**src/rtl/oam_dma_ctrl.sv**
```systemverilog
// Sprite DMA controller: stalls the CPU, copies one page of memory into the OAM data port.
// Optional macro OAM_DMA_ODD_ALIGN_EN makes the ALIGN cycle depend on a free-running parity bit.
module oam_dma_ctrl #(
    parameter int unsigned            ADDR_WIDTH    = 16,
    parameter int unsigned            REG_WIDTH     = 8,
    parameter logic [ADDR_WIDTH-1:0]  DMA_TRIG_ADDR = 16'h4014,
    parameter logic [ADDR_WIDTH-1:0]  OAM_DATA_ADDR = 16'h2004,
    parameter int unsigned            XFER_LEN      = 256
) (
    input  logic                  clk,
    input  logic                  reset_n,
    input  logic [ADDR_WIDTH-1:0] cpu_addr,
    input  logic [REG_WIDTH-1:0]  cpu_wdata,
    input  logic                  cpu_r_w_n,
    output logic                  cpu_rdy,
    output logic [ADDR_WIDTH-1:0] mem_addr,
    output logic                  mem_we,
    output logic [REG_WIDTH-1:0]  mem_din,
    input  logic [REG_WIDTH-1:0]  mem_dout,
    output logic                  dma_busy,
    output logic                  dma_done
);

    localparam logic [7:0] IdxLast = 8'(XFER_LEN - 1);

    typedef enum logic [2:0] {StIdle, StHalt, StAlign, StRd, StWr} state_e;

    state_e               state_q, state_d;
    logic [REG_WIDTH-1:0] page_q, page_d;
    logic [REG_WIDTH-1:0] data_q, data_d;
    logic [7:0]           idx_q, idx_d;
    logic                 done_q, done_d;
    logic                 trig;
    logic                 halt_to_align;

    assign trig = ~cpu_r_w_n && (cpu_addr == DMA_TRIG_ADDR);

`ifdef OAM_DMA_ODD_ALIGN_EN
    logic parity_q;

    always_ff @(posedge clk or negedge reset_n) begin
        if (!reset_n) begin
            parity_q <= 1'b0;
        end else begin
            parity_q <= ~parity_q;
        end
    end

    assign halt_to_align = parity_q;
`else
    assign halt_to_align = 1'b1;
`endif

    always_ff @(posedge clk or negedge reset_n) begin
        if (!reset_n) begin
            state_q <= StIdle;
            page_q  <= '0;
            data_q  <= '0;
            idx_q   <= '0;
            done_q  <= 1'b0;
        end else begin
            state_q <= state_d;
            page_q  <= page_d;
            data_q  <= data_d;
            idx_q   <= idx_d;
            done_q  <= done_d;
        end
    end

    always_comb begin
        state_d = state_q;
        page_d  = page_q;
        data_d  = data_q;
        idx_d   = idx_q;
        done_d  = 1'b0;
        unique case (state_q)
            StIdle: begin
                if (trig) begin
                    page_d  = cpu_wdata;
                    idx_d   = '0;
                    state_d = StHalt;
                end
            end
            // The CPU only honours rdy on reads, so wait out any pending writes.
            StHalt: begin
                if (cpu_r_w_n) begin
                    state_d = halt_to_align ? StAlign : StRd;
                end
            end
            StAlign: state_d = StRd;
            StRd: begin
                data_d  = mem_dout;
                state_d = StWr;
            end
            StWr: begin
                if (idx_q == IdxLast) begin
                    done_d  = 1'b1;
                    state_d = StIdle;
                end else begin
                    idx_d   = idx_q + 8'd1;
                    state_d = StRd;
                end
            end
            default: state_d = StIdle;
        endcase
    end

    always_comb begin
        cpu_rdy  = 1'b1;
        dma_busy = 1'b0;
        mem_addr = cpu_addr;
        mem_we   = ~cpu_r_w_n;
        mem_din  = cpu_wdata;
        unique case (state_q)
            StIdle: ;
            StHalt: begin
                cpu_rdy  = 1'b0;
                dma_busy = 1'b1;
            end
            StAlign: begin
                cpu_rdy  = 1'b0;
                dma_busy = 1'b1;
                mem_we   = 1'b0;
            end
            StRd: begin
                cpu_rdy  = 1'b0;
                dma_busy = 1'b1;
                mem_addr = ADDR_WIDTH'({page_q, idx_q});
                mem_we   = 1'b0;
            end
            StWr: begin
                cpu_rdy  = 1'b0;
                dma_busy = 1'b1;
                mem_addr = OAM_DATA_ADDR;
                mem_we   = 1'b1;
                mem_din  = data_q;
            end
            default: ;
        endcase
    end

    assign dma_done = done_q;

endmodule

```
**config.mk**
```make
export PLATFORM = sky130hd
export DESIGN_NAME = oam_dma_ctrl
export DESIGN_NICKNAME = d
export VERILOG_FILES = /design/src/rtl/oam_dma_ctrl.sv
export SDC_FILE = /design/constraint.sdc
export NUM_CORES = 1
export LEC_CHECK = 0
export ABC_CLOCK_PERIOD_IN_PS = 1800
export CORE_MARGIN = 10
export CORE_UTILIZATION = 40
export CTS_CLUSTER_SIZE = 24
export DETAILED_ROUTE_END_ITERATION = 6
export PLACE_DENSITY = 0.77
export SETUP_SLACK_MARGIN = 0.5
export SYNTH_ARGS = -nofsm -noshare
export SYNTH_HDL_FRONTEND = slang
export SYNTH_SLANG_ARGS = --single-unit
```
**constraint.sdc**
```tcl
create_clock -name clk -period 1.8 [get_ports clk]
set_input_delay 0.36 -clock clk [delete_from_list [all_inputs] [get_ports clk]]
set_output_delay 0.36 -clock clk [all_outputs]
set_load 0.02 [all_outputs]
```
==> impl_metrics.json <==
{
  "p_sw_share_pct": 38.53,
  "route.vias.total": 2077,
  "final_cells": 361,
  "most-common-layout-cells": "buf_6, nand2_1, buf_4",
  "skew_ns": 0.004184,
  "power_frac_seq_pct": 22.0,
  "clkPwrFrac_pct": 13.1,
  "place.gp.congestion": 0.9112,
  "final.fill_count": 164,
  "p_int_mw": 2.436,
  "synth_compound_area_share_pct": 16.97,
  "post_drt_wl_per_cell_um": 24.18,
  "core_area_um2": 4029,
  "grt_pass1_wl_um": 12050,
  "comb_power_share_pct": 64.8,
  "io_buffers": 62,
  "rows": 23,
  "yosysWarnings": 0,
  "fin_util_pct": 89.94,
  "ys_seq_area_share_pct": 42.04,
  "wirelength_met1_um": 3347,
  "synth_fa_ha_area_share_pct": 0.7508,
  "diodes": 0,
  "grt_antenna_before_repair": 0,
  "irDropWorstVdd_v": 0.0007750,
  "power.leakage_nw": 1.764,
  "ctsHoldBuffers": 0,
  "die_x_um": 84.55,
  "drv_slew": 0,
  "first_global_vias": 2227,
  "firstDrtPassIters": 4,
  "post-dp-hpwl_um": 4296,
  "clock_latency_ns": 0.28,
  "setup_ws_ns": -0.2416,
  "drtAntennaViolNets": 0,
  "cts_buffer_depth": 2,
  "pin_count": 63,
  "synth.mux.area_fraction_pct": 7.207,
  "cp-start-kind": "flip-flop",
  "die_height_um": 84.55,
  "h-tree-depth": 1,
  "overflow": 0,
  "netlist_instances": 185,
  "synth_top_family_by_area": "simple AND/OR/NAND/NOR gates",
  "arrival_ns": 1.68,
  "synth_xor_area_share_pct": 2.102,
  "drc_errors": 0,
  "cts-root-buf": "clkbuf_8",
  "synth-seq-cells": 28,
  "max_freq_mhz": 489.8,
  "multiInputGateArea_um2": 1388,
  "syn-num-nets": 221,
  "crit_chain": "buf_6 -> nand3_4 -> inv_8 -> nor2_4 -> buf_12 -> a22o_1 -> buf_4",
  "hold_violations": 0,
  "slowest_stage": "dfrtp_2",
  "cp_max_fo": 12,
  "cts_tree": "done",
  "power_mw": 3.964,
  "slew_headroom_pct": 74.17,
  "final_layout_size_suffix_gt1_share_pct": 60.45,
  "synth_cell_types": 41,
  "initial_core_util_pct": 41.37,
  "max_stage_delay_ns": 0.48,
  "place_ws_ns": -0.6405,
  "synthSimpleGateAreaFrac_pct": 25.68,
  "register_area_um2": 703.2,
  "avgSynthCellArea_um2": 9.009,
  "vias_per_cell": 5.753,
  "end_kind": "output port",
  "met2WireLength_um": 4261,
  "dpl.cell_count": 322,
  "area_delta_synth_final_pct": 117.4,
  "violations": "setup timing",
  "layout_commonest_cell": "buf_6",
  "min_path_type": "primary input to asynchronous set/reset pin",
  "critical_path_class": "flip-flop to output port",
  "worstPathRequired_ns": 1.44,
  "status": "finished, violations left",
  "routed_wl_um": 8728,
  "synth_area_um2": 1667,
  "post-route-period-util_pct": 113.4,
  "worst_slew_pin_slew_ns": 0.3874,
  "grt_max_degree": 29,
  "dieArea_um2": 7149,
  "dr_wl_met3_um": 671,
  "cts.reportedPaths.clkPinSlew_ns": 0.11,
  "p_per_area_nw_per_um2": 1094,
  "crit_buf_inv": 4,
  "setup_violations": 42,
  "layout.nets": 348,
  "cap_violations": 0,
  "numCtsBuffers": 3,
  "p_sw_mw": 1.527,
  "dr.first_iter.drc_count": 170,
  "routed.top_layer": "met4",
  "critPathTopFamily": "buffers and inverters",
  "rsz0062_at_grt": "yes",
  "cts_sinks": 28,
  "track_usage_pct": 21.00,
  "finalCriticalPeriod_ns": 2.042
}
synth_stat cells (all sizes together):
cell	n	area, µm²
nand4b	1	15.01
or3	1	6.260
nor2	7	26.28
o21a	1	7.510
and2	2	12.51
a21oi	1	5.000
xnor2	4	35.03
nor4b	1	23.77
nand2	57	214.0
a22o	14	123.9
nor4	2	18.77
o2bb2ai	1	8.760
o22ai	2	12.51
o21ai	4	20.02
mux2	9	120.1
buf	7	38.79
inv	11	41.29
nor3b	2	15.01
nand3	4	25.02
nor3	4	31.28
nand4	2	12.51
o22a	1	8.760
or3b	1	8.760
o31ai	3	22.52
o32ai	4	35.03
o211ai	2	15.01
clkbuf	2	7.510
nor2b	1	6.260
o21bai	2	15.01
dfrtp	28	700.7
and3	2	12.51
o31a	1	8.760
ha	1	12.51
registers in the layout, summed over array words and instances, names as in the netlist:
signal    cells
state_q       3
idx_q         8
page_q        8
data_q        8
dma_done      1
per-stage QoR:
step | hold WS, ns | TNS [ns] | instance area [µm²]
detailed placement | 0.4620 | -18.53 | 2798
finish | 0.4575 | -6.146 | 3623
global placement | 0.4572 | -17.60 | 2798
floorplan | 0.06441 | 0 | 1954
global route | 0.4722 | -7.700 | 3623
CTS | 0.4669 | -3.787 | 3413
what timing repair did:
action	in CTS	in global routing
cloned	4	0
buffers inserted	26	5
pin swaps	33	22
gates resized for setup	274	32
setup endpoints to repair	47	56
cells by family (layout without fill, tap and decap cells):
family | count (synthesis) | in the layout
xor+xnor | 4 | 4
simple gates | 87 | 88
compound gates | 36 | 36
flops | 28 | 28
buf+inv | 20 | 145
fa+ha+maj | 1 | 1
mux | 9 | 9
area by class of cell:
class                   instances  area share (%)
repair buffers                130           37.19
multi-input cells             138           38.29
flip-flops and latches         28           19.41
inverters                      11           1.416
well taps                      50           1.727
clock inverters                 1          0.8287
clock buffers                   3           1.140
worst paths after layout:
check,end,start,slack (ns),cells after the start
min in group clk,data_q[7],data_q[7],0.49,2
max in group asynchronous,state_q[1],reset_n,1.04,2
min,idx_q[3],reset_n,0.46,2
max reg2reg,idx_q[3],state_q[1],-0.13,11
max,mem_addr[10],state_q[1],-0.24,7
min reg2reg,data_q[7],data_q[7],0.49,2
metal layers:
layer  GRT usage [%]  up-vias
met3           6.763       36
met5               0        -
met1           23.35     1028
met4           10.33        0
met2           35.21      111
li1                -      902
power groups by stage:
stage / combinational, mW / sequential (mW) / clock [mW]
floorplan: 0.970 / 0.827 / 0
global placement: 1.52 / 0.845 / 0
detailed placement: 1.54 / 0.852 / 0
CTS: 2.26 / 0.843 / 0.512
global route: 2.68 / 0.887 / 0.547
finish: 2.57 / 0.874 / 0.521
Power figures use the tool's default switching activity.
